## config.mk

```make
export PLATFORM = sky130hd
export DESIGN_NAME = reservoir_accumulator
export DESIGN_NICKNAME = d
export VERILOG_FILES = /design/src/rtl/reservoir_accumulator_pkg.sv /design/src/rtl/reservoir_accumulator_hard_tanh_clip.sv /design/src/rtl/reservoir_accumulator.sv
export SDC_FILE = /design/constraint.sdc
export NUM_CORES = 1
export LEC_CHECK = 0
export BUFFER_PORTS_ARGS = -buffer_cell sky130_fd_sc_hd__clkbuf_2
export CAP_MARGIN = 20
export CORE_MARGIN = 2
export CORE_UTILIZATION = 36
export CTS_CLUSTER_DIAMETER = 40
export DETAILED_ROUTE_END_ITERATION = 10
export PLACE_DENSITY = 0.57
export SYNTH_ARGS = -nofsm -noshare
export SYNTH_HDL_FRONTEND = slang
export SYNTH_SLANG_ARGS = --single-unit
```

## constraint.sdc

```tcl
create_clock -name iClk -period 10.3 [get_ports iClk]
set_input_delay 2.06 -clock iClk [delete_from_list [all_inputs] [get_ports iClk]]
set_output_delay 2.06 -clock iClk [all_outputs]
set_load 0.01 [all_outputs]
```

## src/rtl/reservoir_accumulator_pkg.sv

```systemverilog
// Shared definitions for the reservoir accumulator and its activation stage.
//   clog2 / prod_width / acc_width : derived datapath widths
//   state_e                        : accumulator control states
//   clip_hi / clip_lo              : symmetric activation clip bounds
package reservoir_accumulator_pkg;

  typedef enum logic [1:0] {
    ST_IDLE,
    ST_ACC,
    ST_ACT,
    ST_DONE
  } state_e;

  function automatic int clog2(input int n);
    int r;
    int v;
    r = 0;
    v = n - 1;
    while (v > 0) begin
      r = r + 1;
      v = v >> 1;
    end
    return r;
  endfunction

  // Width of one weighted product.
  function automatic int prod_width(input int data_width, input int weight_size);
    return data_width + weight_size - 1;
  endfunction

  // Accumulator width: wide enough that R products can never overflow.
  function automatic int acc_width(input int data_width, input int weight_size,
                                   input int reservoir_size);
    return prod_width(data_width, weight_size) + clog2(reservoir_size);
  endfunction

  // Symmetric range: the most negative code is never produced.
  function automatic longint clip_hi(input int data_width);
    return (longint'(1) << (data_width - 1)) - 1;
  endfunction

  function automatic longint clip_lo(input int data_width);
    return -clip_hi(data_width);
  endfunction

endpackage

```

## src/rtl/reservoir_accumulator_hard_tanh_clip.sv

```systemverilog
// hard_tanh_clip: combinational shift-and-clip activation.
//   value_i : acc_width-bit signed sum
//   data_o  : data_width-bit signed activated value
//   sat_o   : clip was active
module hard_tanh_clip
  import reservoir_accumulator_pkg::*;
#(
  parameter int data_width = 3,
  parameter int acc_width  = 36,
  parameter int frac_shift = 30
) (
  input  logic signed [acc_width-1:0]  value_i,
  output logic signed [data_width-1:0] data_o,
  output logic                         sat_o
);

  localparam logic signed [acc_width-1:0] HI = acc_width'(clip_hi(data_width));
  localparam logic signed [acc_width-1:0] LO = acc_width'(clip_lo(data_width));

  logic signed [acc_width-1:0] shifted;

  always_comb begin
    // Arithmetic shift floors toward minus infinity.
    shifted = value_i >>> frac_shift;
    data_o  = shifted[data_width-1:0];
    sat_o   = 1'b0;
    if (shifted > HI) begin
      data_o = HI[data_width-1:0];
      sat_o  = 1'b1;
    end else if (shifted < LO) begin
      data_o = LO[data_width-1:0];
      sat_o  = 1'b1;
    end
  end

endmodule

```

## src/rtl/reservoir_accumulator.sv

```systemverilog
// reservoir_accumulator: serially sums R signed products of one neuron and
// applies the shift-and-clip activation. One vector in flight at a time.
//   iClk, iRst     : clock, asynchronous active-high reset
//   iValue, iValid : packed products in (element i at [(i+1)*P-1 : i*P])
//   oReady         : high only while idle
//   oData, oSat    : activated neuron state and clip flag
//   oValid, iReady : output handshake
module reservoir_accumulator
  import reservoir_accumulator_pkg::*;
#(
  parameter int data_width     = 3,
  parameter int weight_size    = 32,
  parameter int reservoir_size = 3,
  parameter int frac_shift     = 30
) (
  input  logic                                                         iClk,
  input  logic                                                         iRst,
  input  logic [prod_width(data_width, weight_size)*reservoir_size-1:0] iValue,
  input  logic                                                         iValid,
  output logic                                                         oReady,
  output logic [data_width-1:0]                                        oData,
  output logic                                                         oValid,
  input  logic                                                         iReady,
  output logic                                                         oSat
);

  localparam int P  = prod_width(data_width, weight_size);
  localparam int R  = reservoir_size;
  localparam int A  = acc_width(data_width, weight_size, reservoir_size);
  localparam int IW = (clog2(R) > 0) ? clog2(R) : 1;
  localparam logic [IW-1:0] LAST = IW'(R - 1);

  state_e                state_q, state_d;
  logic [P*R-1:0]        vec_q, vec_d;
  logic signed [A-1:0]   acc_q, acc_d;
  logic [IW-1:0]         idx_q, idx_d;
  logic [data_width-1:0] data_q, data_d;
  logic                  sat_q, sat_d;

  logic signed [P-1:0]          prod;
  logic signed [A-1:0]          prod_ext;
  logic signed [data_width-1:0] clip_data;
  logic                         clip_sat;

  hard_tanh_clip #(
    .data_width(data_width),
    .acc_width (A),
    .frac_shift(frac_shift)
  ) u_clip (
    .value_i(acc_q),
    .data_o (clip_data),
    .sat_o  (clip_sat)
  );

  always_comb begin
    prod     = vec_q[int'(idx_q)*P +: P];
    prod_ext = A'(prod);
  end

  always_comb begin
    state_d = state_q;
    vec_d   = vec_q;
    acc_d   = acc_q;
    idx_d   = idx_q;
    data_d  = data_q;
    sat_d   = sat_q;
    case (state_q)
      ST_IDLE: begin
        if (iValid) begin
          vec_d   = iValue;
          acc_d   = '0;
          idx_d   = '0;
          state_d = ST_ACC;
        end
      end
      ST_ACC: begin
        acc_d = acc_q + prod_ext;
        idx_d = idx_q + IW'(1);
        if (idx_q == LAST) begin
          idx_d   = '0;
          state_d = ST_ACT;
        end
      end
      ST_ACT: begin
        data_d  = clip_data;
        sat_d   = clip_sat;
        state_d = ST_DONE;
      end
      ST_DONE: begin
        if (iReady) state_d = ST_IDLE;
      end
      default: state_d = ST_IDLE;
    endcase
  end

  always_ff @(posedge iClk or posedge iRst) begin
    if (iRst) begin
      state_q <= ST_IDLE;
      vec_q   <= '0;
      acc_q   <= '0;
      idx_q   <= '0;
      data_q  <= '0;
      sat_q   <= 1'b0;
    end else begin
      state_q <= state_d;
      vec_q   <= vec_d;
      acc_q   <= acc_d;
      idx_q   <= idx_d;
      data_q  <= data_d;
      sat_q   <= sat_d;
    end
  end

  assign oReady = (state_q == ST_IDLE);
  assign oValid = (state_q == ST_DONE);
  assign oData  = data_q;
  assign oSat   = sat_q;

endmodule

```

* Word-level counts from Yosys, hierarchy flattened
Cells that the tools add are included.
Word-level totals: logic and storage cells 37, memories 0, bits in registers 146, bits of input ports 106, latch bits 0, RAM bits 0, bits in read-only memories 0
Operators by class: equality and inequality tests 7, $mul 1, shifts and indexed selects 1, div/mod/pow operators 0, reduce and logical (&&, ||, !) cells 5, mux-type cells 13, add/sub/neg operators 2, bitwise gates (word level) 0, $lt $le $gt $ge 2
Operator list (number):
- $shiftx 102x9->34 | 1
- $pmux 36 s2 | 1
- $add 36x34->36 | 1
- $mux 36 | 1
- $mux 2 | 5
- $pmux 2 s4 | 1
- $mul 2x5->7 const B | 1
- $eq 2x2->1 const B | 3
- $gt 6x3->1 const B | 1
- $lt 6x3->1 const B | 1
- $mux 3 | 2
- $ne 2x2->1 const B | 2
- $pmux 2 s2 | 1
- $reduce_and 2->1 | 2
- $reduce_and 3->1 | 1
- $add 2x1->2 const B | 1
- $eq 2x1->1 const B | 1
- $logic_not 2->1 | 1
- $mux 1 | 2
- $ne 2x1->1 const B | 1
- $reduce_bool 2->1 | 1

* Depth between registers and ports, before layout
Gate-level depths: netlist (run 1).
depth in word-level cells 4, gate-level depth with buffers 15, depth with buffers taken out 13

* Modules after synthesis
Synthesis (run 1) repeated with hierarchy kept, for this count alone.
Unflattened totals: cells, all modules 748, area, all modules 8006.4 µm²
Modules (own cells, without submodules):
- reservoir_accumulator | area an instance 7923.8 µm², cells an instance 736, times used 1
- hard_tanh_clip | area an instance 82.6 µm², cells an instance 12, times used 1

* Worst setup path before layout (run 1)
Ideal clock, no wire load.
path type register to register, start point register idx_q[1], end point register acc_q[35], required time 10.159 ns, cell stages (with the launch flop) 15, setup slack 6.566 ns, clock period less this slack 3.734 ns, arrival 3.593 ns, buffers on the path 3, cell sequence dfrtp_1 -> buf_2 -> buf_1 -> mux2i_1 -> o21ai_0 -> ha_1 -> clkbuf_2 -> nand4_1 -> or3_1 -> a211oi_2 -> o21ai_1 -> o31a_1 -> o41ai_4 -> a41o_1 -> o311ai_2
Between the ends: word-level cells in the longest chain between the ends 4
Ends and longest elaborated chain:
- start, declared | line reservoir_accumulator.sv:36 | logic [IW-1:0] idx_q, idx_d;
- start signal, assigned | line reservoir_accumulator.sv:108 | idx_q <= idx_d;
- $mul 2x5->7 | line reservoir_accumulator.sv:56 | prod = vec_q[int'(idx_q)*P +: P];
- $shiftx 102x9->34 | line reservoir_accumulator.sv:56
- $add 36x34->36 | line reservoir_accumulator.sv:77 | acc_d = acc_q + prod_ext;
- $pmux 36 s2 | line reservoir_accumulator.sv:67 | case (state_q)
- end signal, assigned | line reservoir_accumulator.sv:100 | acc_q <= '0;
- end signal, assigned | line reservoir_accumulator.sv:107 | acc_q <= acc_d;
- end, declared | line reservoir_accumulator.sv:35 | logic signed [A-1:0] acc_q, acc_d;
Every way passes these cells. A chain may end at the register's enable or synchronous reset.

* Final worst setup path (run 1)
Same ends and word-level chain as after synthesis.

==> qor.csv, run 1 <==
stage;metric;value;unit
run_status;outcome;complete, no violations;
routing;routed_wirelength;18.91;mm
critical_path;r2r_slack;6.16;ns
global_route;grt_max_degree;75;
global_route;antenna_found_initial;0;
clock_network;clk_path_buf_depth;2;
critical_path;crit_slowest_cell;dfrtp_2;
critical_path;reg2reg_to;acc_q[35]$_DFFE_PP0P_;
clock_network;cts_sinks;146;
critical_path;ff2ff_path_depth;12;
critical_path;cp_max_fo;25;
sta;hold_viol;0;
placed_design;gp_congestion;0.8569;
critical_path;crit_type;flop to flop;
clock_network;post_cts_buffers;0;
die;placementRows;55;
clock_network;clkSlewWorstSetupHoldPaths;0.06;ns
global_route;grt_pass1_vias;6262;
critical_path;crit_path_start_kind;flop;
yosys;ys_types;59;
routing;vias_per_cell;5.197;
routing;drc;0;
yosys;syn_area;0.008139;mm2
worst_hold_path;hold_depth;2;
yosys;yosysTopAreaCellShare;44.89;%
routing;via_count;6081;
finish;antenna_cells;0;
yosys;netlist_top_cells_area;dfrtp_1, mux2_2, ha_1, o21ai_0, mux2i_1;
finish;multi_input_area;0.004279;mm2
routing;routedWlPerCell;16.16;um
worst_hold_path;min_to;acc_q[18]$_DFFE_PP0P_;
worst_hold_path;min_path_type;flop to flop;
clock_network;htree_num_levels;4;
yosys;yosysTopAreaCell;dfrtp_1;
yosys;synth-seq-area-share;44.89;%
critical_path;r2r-start;idx_q[1]$_DFFE_PP0P_;
pwr;powerDensity;383.2;mW/mm2
yosys;synthesis.nets;923;
placed_design;placed_cell_area;0.008971;mm2
finish;fillerInstances;2213;
finish;syn2layout_area_growth;17.19;%
sta;relSlewSlack;33.00;%
critical_path;end_kind;flop;
clock_network;clock_latency;0.42;ns
pwr;worst_ir_drop_vdd;145.4;uV
die;coreArea;0.02243;mm2
run;maxCapViolCount;0;
routing;drtAntennaViolNets;0;
yosys;synth_edf_count;0;
finish;layout-drive-gt1-share;29.72;%
finish;finalNetCount;1018;
placed_design;hpwlAfterDp;13.31;mm
sta;rsz0062_at_grt;false;
sta;period_share;40.16;%
yosys;syn_area_per_cell;10.47;um2
sta;hold_ws;0.4829;ns
clock_network;cts-buffers-inserted;17;
sta;tightest_slew;1.004;ns
yosys;ys.flop_type;dfrtp_1;
sta;fmax;241.8;MHz
sta;drv_slew;0;
finish;regArea;0.003655;mm2
critical_path;critPathMaxStageDelay;0.59;ns
critical_path;cp_cell_sequence;buf_4 -> mux2i_1 -> o21ai_0 -> ha_1 -> nand4_1 -> or3_1 -> a211oi_2 -> o21ai_1 -> o31a_1 -> o41ai_4 -> a41o_1 -> o311ai_2;
routing;drtIter0Drc;393;
pwr;p_leak;4.319;nW
sta;final-setup-viol-count;0;
clock_network;cts_resized;0;
global_route;grt_pass1_wl;31.66;mm
die;die-height;154.4;um
clock_network;cts-root-buf;clkbuf_16;
die;start_util;36.28;%
clock_network;cts_tree;built;
critical_path;required;10.59;ns
clock_network;cts_hold_buf;0;
global_route;track_usage;16.53;%
die;io_pins;112;
critical_path;worstPathArrival;4.42;ns
sta;setup_tns;0;ns
die;die_w;154.4;um
yosys;synthCells;777;
routing;dr.pass1.iters;5;
placed_design;portBuffers;111;
worst_hold_path;hp-start;acc_q[18]$_DFFE_PP0P_;
sta;fin_skew;0.009090;ns
sta;min_period;4.136;ns
die;dieArea;0.02383;mm2
yosys;yosys_warnings;0;
finish;stdcell_area;0.009538;mm2
yosys;synthArstFlopShare;100.0;%
yosys;ys_ff_latch;146;
global_route;overflow;0;
==> area by class of cell <==
type                    count  share of cell area, %
multi-input cells         571                  44.86
flip-flops and latches    146                  38.32
repair buffers            118                  6.375
clock buffers              22                  4.867
well taps                 285                  3.739
clock inverters            10                  1.076
inverters                  18                 0.7609
==> critical path, delay by kind of cell (launching register included) <==
kind,cells,cell delay [ns]
AOI/OAI and AO/OA,7,1.72
adders and majority gates,1,0.44
buffers and inverters,1,0.51
DFF,1,0.59
muxes,1,0.23
and+or+nand+nor,2,0.51
==> power breakdown <==
part           leakage, nW  total [mW]  switching [mW]  internal [mW]
registers             1.76        1.02           0.165          0.859
clock network        0.271       0.597           0.249          0.348
logic                 2.29        2.03            1.14          0.897
==> placed cells by master, fill, tap and decap left out, drive strengths merged, types with 5 or more instances in the layout <==
| cell type | n |
|---|---|
| o21ai | 94 |
| xnor2 | 18 |
| o21bai | 5 |
| buf | 7 |
| nor2 | 20 |
| nand2b | 5 |
| a211oi | 5 |
| mux2i | 39 |
| dfrtp | 146 |
| a21o | 16 |
| clkbuf | 133 |
| nand2 | 86 |
| clkinv | 5 |
| mux2 | 105 |
| nand3 | 12 |
| a21oi | 43 |
| xor2 | 7 |
| nand4 | 9 |
| nor3 | 8 |
| inv | 20 |
| ha | 39 |
==> cells by family (layout without fill, tap and decap cells) <==
| group | after synthesis | in the layout | share of synthesized area [%] |
|---|---|---|---|
| AOI/OAI and AO/OA | 200 | 200 | 15.05 |
| xor gates and xnor gates | 25 | 25 | 2.690 |
| muxes | 144 | 144 | 19.32 |
| adders and majority gates | 40 | 40 | 6.241 |
| buffers and inverters | 60 | 168 | 2.813 |
| DFF | 146 | 146 | 44.89 |
| and+or+nand+nor | 162 | 162 | 8.993 |
==> routing by layer <==
metal | vias to the layer above | global-route usage (%) | wire, um
met2 | 94 | 27.61 | 9216
met4 | 0 | 4.894 | 196
met1 | 2974 | 22.21 | 8956
li1 | 3000 | - | -
met5 | - | 0 | 0
met3 | 13 | 2.746 | 542
==> sequential cells by signal, summed over array words and instances (netlist names) <==
register and flops:
oData 3, acc_q 36, idx_q 2, vec_q 102, state_q 2, oSat 1
==> synthesized netlist by cell type (all sizes together), types with 3 or more instances <==
| library cell | number |
|---|---|
| xor2 | 7 |
| ha | 39 |
| o211ai | 4 |
| a21o | 16 |
| xnor2 | 18 |
| o21bai | 5 |
| and2 | 4 |
| nand4 | 9 |
| nand2 | 86 |
| nor2 | 20 |
| mux2 | 105 |
| and3 | 4 |
| buf | 4 |
| o21ai | 94 |
| nand2b | 5 |
| a31oi | 4 |
| dfrtp | 146 |
| clkbuf | 38 |
| a22o | 4 |
| o31ai | 3 |
| nand3 | 12 |
| a21oi | 43 |
| a211oi | 5 |
| nor3 | 8 |
| mux2i | 39 |
| inv | 18 |
==> stage by stage <==
step,cells,util (%),total power [mW],worst slack [ns]
6_report,1170,42.52,3.655,6.164
5_1_grt,1170,42.52,3.977,5.863
3_5_place_dp,1138,39.99,3.068,6.191
2_1_floorplan,777,-,2.593,4.317
4_1_cts,1170,42.52,3.683,6.172
3_3_place_gp,1138,39.99,3.046,6.241
==> worst max-delay path by stage <==
stage | slack, ns | endpoint | startpoint
finish | 6.16 | acc_q[35]$_DFFE_PP0P_ | idx_q[1]$_DFFE_PP0P_
global route | 5.86 | acc_q[35]$_DFFE_PP0P_ | idx_q[1]$_DFFE_PP0P_
CTS | 6.17 | acc_q[35]$_DFFE_PP0P_ | idx_q[1]$_DFFE_PP0P_
detailed placement | 6.19 | acc_q[35]$_DFFE_PP0P_ | idx_q[1]$_DFFE_PP0P_
global placement | 6.24 | acc_q[35]$_DFFE_PP0P_ | idx_q[1]$_DFFE_PP0P_
floorplan | 4.32 | acc_q[0]$_DFFE_PP0P_ | iRst
(Power assumes the default switching activity.)
==> run 2: changes to the inputs <==
==> constraint.sdc (replaced) <==
create_clock -name iClk -period 4.1 [get_ports iClk]
set_input_delay 0.82 -clock iClk [delete_from_list [all_inputs] [get_ports iClk]]
set_output_delay 0.82 -clock iClk [all_outputs]
set_load 0.01 [all_outputs]
==> qor.csv, run 2 (same netlist as run 1, synthesis figures left out) <==
stage;metric;value;unit
global_route;track_usage;16.70;%
worst_hold_path;hold_depth;2;
sta;fin_skew;0.008692;ns
routing;routed_wirelength;19.01;mm
placed_design;portBuffers;111;
finish;antenna_cells;0;
sta;period_share;90.50;%
die;die-height;154.4;um
critical_path;cp_max_fo;15;
run;maxCapViolCount;0;
finish;most-common-layout-cells;dfrtp_1, clkbuf_2, mux2_2, o21ai_0, nand2_1;
routing;drtAntennaViolNets;0;
critical_path;crit_type;flop to flop;
placed_design;hpwlAfterDp;13.52;mm
global_route;antenna_found_initial;0;
placed_design;gp_congestion;0.8975;
die;coreArea;0.02243;mm2
global_route;grt_max_degree;147;
routing;via_count;6075;
critical_path;end_kind;flop;
finish;regMostFlops;vec_q;
die;dieArea;0.02383;mm2
sta;hold_viol;0;
critical_path;required;4.42;ns
sta;fmax;269.5;MHz
sta;final-setup-viol-count;0;
finish;largest_register_ffs;102;
clock_network;clk_path_buf_depth;2;
clock_network;post_cts_buffers;0;
sta;relSlewSlack;33.73;%
sta;tightest_slew;0.9936;ns
die;die_w;154.4;um
run_status;outcome;complete, no violations;
clock_network;cts-root-buf;clkbuf_16;
sta;min_period;3.710;ns
clock_network;cts_hold_buf;0;
die;start_util;36.28;%
clock_network;htree_num_levels;4;
critical_path;crit_path_start_kind;flop;
clock_network;cts_sinks;146;
sta;rsz0062_at_grt;false;
sta;drv_slew;0;
die;io_pins;112;
global_route;grt_pass1_wl;31.89;mm
clock_network;cts_resized;0;
global_route;overflow;0;
clock_network;clkSlewWorstSetupHoldPaths;0.06;ns
routing;drc;0;
clock_network;cts_tree;built;
routing;routedWlPerCell;16.14;um
finish;syn2layout_area_growth;18.39;%
finish;layout-drive-gt1-share;30.35;%
critical_path;ff2ff_path_depth;13;
pwr;powerDensity;966.0;mW/mm2
pwr;power;9.308;mW
clock_network;cts-buffers-inserted;17;
pwr;worst_ir_drop_vdd;352.2;uV
placed_design;placed_cells;1146;
finish;layout.cells.non_filler;1178;
worst_hold_path;min_path_type;flop to flop;
global_route;grt_pass1_vias;6237;
sta;setup_tns;0;ns
routing;dr.pass1.iters;5;
die;placementRows;55;
critical_path;worstPathArrival;4.03;ns
routing;drtIter0Drc;402;
pwr;p_leak;4.364;nW
clock_network;clock_latency;0.43;ns
finish;fillerInstances;2203;
finish;finalNetCount;1026;
finish;final_common_cell;dfrtp_1;
routing;vias_per_cell;5.157;
run 2: critical path: stages (launching register included):
cell      delay [ns]
dfrtp_2         0.52
nor2b_2         0.09
buf_4           0.20
nand2_1         0.07
o21ai_0         0.08
ha_1            0.42
nand4_1         0.14
or3_1           0.38
a211oi_2        0.26
o21ai_1         0.18
o31a_1          0.40
o41ai_4         0.45
nand4_1         0.17
o311ai_2        0.24
run 2: path summary, 6_finish.rpt:
path | start | endpoint | slack (ns)
max | idx_q[1]$_DFFE_PP0P_ | acc_q[35]$_DFFE_PP0P_ | 0.39
min | acc_q[19]$_DFFE_PP0P_ | acc_q[19]$_DFFE_PP0P_ | 0.49
max reg2reg | idx_q[1]$_DFFE_PP0P_ | acc_q[35]$_DFFE_PP0P_ | 0.39
min reg2reg | acc_q[19]$_DFFE_PP0P_ | acc_q[19]$_DFFE_PP0P_ | 0.49
max in group asynchronous | iRst | idx_q[1]$_DFFE_PP0P_ | 2.79
min in group asynchronous | iRst | vec_q[18]$_DFFE_PP0P_ | 0.56
run 2: per-layer routing:
metal | track usage [%] | vias to the layer above | wire [um]
li1 | - | 3017 | -
met5 | 0 | - | 0
met1 | 22.54 | 2946 | 9307
met3 | 2.774 | 18 | 493
met4 | 5.379 | 0 | 248
met2 | 27.53 | 94 | 8964
run 2: through the flow:
step           instance area (um2)  util, %  hold slack (ns)  worst slack (ns)
3_5_place_dp                  9055    40.36           0.4782            0.4155
3_3_place_gp                  9055    40.36           0.4724            0.4812
4_1_cts                       9635    42.95           0.4947            0.3860
5_1_grt                       9635    42.95           0.5178           0.06198
6_report                      9635    42.95           0.4880            0.3897
2_1_floorplan                 8143        -           0.4551            0.3662
run 2: layout make-up:
type / count / area, um2 / share of cell area (%)
inverter: 18 / 71.32 / 0.7402
sequential: 146 / 3655 / 37.93
timing repair buffer: 126 / 693.2 / 7.194
tap: 285 / 356.6 / 3.701
multi-input combinational: 571 / 4279 / 44.41
clock inverter: 11 / 130.1 / 1.350
clock buffer: 21 / 450.4 / 4.675
run 2: power breakdown:
group | leakage, nW | internal (mW) | switching [mW] | total [mW]
clock network | 0.270 | 0.916 | 0.634 | 1.55
logic | 2.33 | 2.32 | 2.85 | 5.17
registers | 1.76 | 2.16 | 0.430 | 2.59
==> run 3: changes to the inputs <==
--- a/config.mk
+++ b/config.mk
@@ -7,7 +7,6 @@
 export LEC_CHECK = 0
 export BUFFER_PORTS_ARGS = -buffer_cell sky130_fd_sc_hd__clkbuf_2
 export CAP_MARGIN = 20
-export CORE_MARGIN = 2
 export CORE_UTILIZATION = 36
 export CTS_CLUSTER_DIAMETER = 40
 export DETAILED_ROUTE_END_ITERATION = 10
==> qor.csv, run 3 (same netlist as run 1, synthesis figures left out) <==
stage;metric;value;unit
run_status;outcome;complete, no violations;
clock_network;clock_latency;0.43;ns
sta;setup_tns;0;ns
finish;finalNetCount;1023;
critical_path;crit_top_cell;nand2_1;
routing;routed_wirelength;18.61;mm
clock_network;htree_num_levels;4;
clock_network;cts_hold_buf;0;
sta;period_share;89.72;%
routing;drtIter0Drc;318;
critical_path;crit_path_start_kind;flop;
critical_path;required;4.40;ns
die;die_w;152.4;um
finish;regMostFlops;vec_q;
die;die-height;152.4;um
pwr;p_seq_share;27.8;%
sta;relSlewSlack;38.43;%
sta;tightest_slew;0.9230;ns
routing;drc;0;
sta;drv_slew;0;
sta;hold_viol;0;
sta;hold_ws;0.4886;ns
pwr;p_switching;3.887;mW
die;dieArea;0.02321;mm2
finish;largest_register_ffs;102;
routing;dr.pass1.iters;5;
pwr;swShare;41.86;%
critical_path;worstPathArrival;3.97;ns
global_route;antenna_found_initial;0;
placed_design;gp_congestion;0.8675;
routing;via_count;6062;
critical_path;critPathMaxStageDelay;0.52;ns
sta;rsz0062_at_grt;false;
critical_path;cp_cell_sequence;nor2b_2 -> buf_4 -> nand2_1 -> o21ai_0 -> ha_1 -> nand2_1 -> or3_1 -> a211oi_2 -> o21ai_1 -> o31a_1 -> o41ai_4 -> a41o_1 -> o311ai_2;
sta;final-setup-viol-count;0;
finish;antenna_cells;0;
clock_network;post_cts_buffers;0;
placed_design;placed_cell_area;0.009026;mm2
clock_network;cts_resized;0;
critical_path;end_kind;flop;
pwr;power_frac_comb;55.0;%
placed_design;pre_cts_slack;0.3994;ns
die;coreArea;0.02203;mm2
global_route;grt_max_degree;104;
pwr;power;9.287;mW
finish;final_common_cell;dfrtp_1;
finish;stdcell_area;0.009617;mm2
pwr;clkPwrFrac;17.2;%
critical_path;crit_slowest_cell;dfrtp_2;
clock_network;cts-buffers-inserted;17;
die;io_pins;112;
pwr;powerDensity;965.7;mW/mm2
global_route;grt_pass1_wl;31.73;mm
worst_hold_path;min_path_type;flop to flop;
global_route;overflow;0;
clock_network;cts_tree;built;
finish;syn2layout_area_growth;18.16;%
critical_path;r2r_slack;0.42;ns
run;maxCapViolCount;0;
sta;fin_ws;0.4213;ns
placed_design;hpwlAfterDp;13.48;mm
die;placementRows;54;
global_route;grt_pass1_vias;6279;
finish;final_util;43.66;%
sta;fmax;271.8;MHz
clock_network;clkSlewWorstSetupHoldPaths;0.06;ns
pwr;p_leak;4.358;nW
finish;layout-drive-gt1-share;30.26;%
routing;vias_per_cell;5.186;
routing;drtAntennaViolNets;0;
pwr;p_int;5.400;mW
sta;fin_skew;0.008739;ns
clock_network;cts-root-buf;clkbuf_16;
placed_design;placed_cells;1138;
placed_design;portBuffers;111;
die;start_util;36.95;%
global_route;track_usage;17.03;%
finish;most-common-layout-cells;dfrtp_1, clkbuf_2, mux2_2, o21ai_0, nand2_1;
pwr;worst_ir_drop_vdd;395.8;uV
clock_network;cts_sinks;146;
sta;min_period;3.679;ns
critical_path;cp_max_fo;13;
routing;routedWlPerCell;15.92;um
critical_path;crit_type;flop to flop;
clock_network;clk_path_buf_depth;2;
finish;layout.cells.non_filler;1169;
-- run 3: cell types whose count changed in the layout (fill, tap and decap cells not counted) --
cell       before  now
buf_4          13   10
bufinv_16       2    3
clkbuf_1        3    1
clkbuf_8        1    0
clkinv_2        1    3
clkinv_4        2    1
-- run 3: final cells by class --
type / count / area [um2]
Clock buffer: 18 / 429.2
Fill cell: 2190 / 12410
Multi-Input combinational cell: 571 / 4279
Timing Repair Buffer: 123 / 670.6
Sequential cell: 146 / 3655
Clock inverter: 13 / 161.4
Inverter: 18 / 71.32
Tap cell: 280 / 350.3
-- run 3: routing by layer --
metal  vias up  GRT usage [%]  share of wire, %
met5         -              0                 0
met1      2928          22.35                48
met4         0          6.657               1.8
met3        22          2.588               3.5
li1       3008              -                 -
met2       104          28.24                47
-- run 3: worst paths after layout --
kind,startpoint,to,cells past startpoint
worst max-delay path,idx_q[1]$_DFFE_PP0P_,acc_q[35]$_DFFE_PP0P_,13
worst min-delay path,acc_q[19]$_DFFE_PP0P_,acc_q[19]$_DFFE_PP0P_,2
worst max register to register,idx_q[1]$_DFFE_PP0P_,acc_q[35]$_DFFE_PP0P_,13
worst min register to register,acc_q[19]$_DFFE_PP0P_,acc_q[19]$_DFFE_PP0P_,2
max in group asynchronous,iRst,idx_q[1]$_DFFE_PP0P_,3
min in group asynchronous,iRst,vec_q[18]$_DFFE_PP0P_,3
-- run 3: power by group through the flow --
stage          sequential (mW)  clock [mW]  combinational [mW]
2_1_floorplan             2.45           0                4.07
3_3_place_gp              2.59           0                5.10
3_5_place_dp              2.61           0                5.14
4_1_cts                   2.59        1.64                5.16
5_1_grt                   2.67        1.69                5.75
6_report                  2.58        1.60                5.11
-- run 3: critical path: cells and delay by family (launching register included) --
kind	cells	cell delay [ns]
AOI/OAI and AO/OA	7	1.65
adders and majority gates	1	0.24
buffers and inverters	1	0.27
DFF	1	0.52
and+or+nand+nor	4	0.84
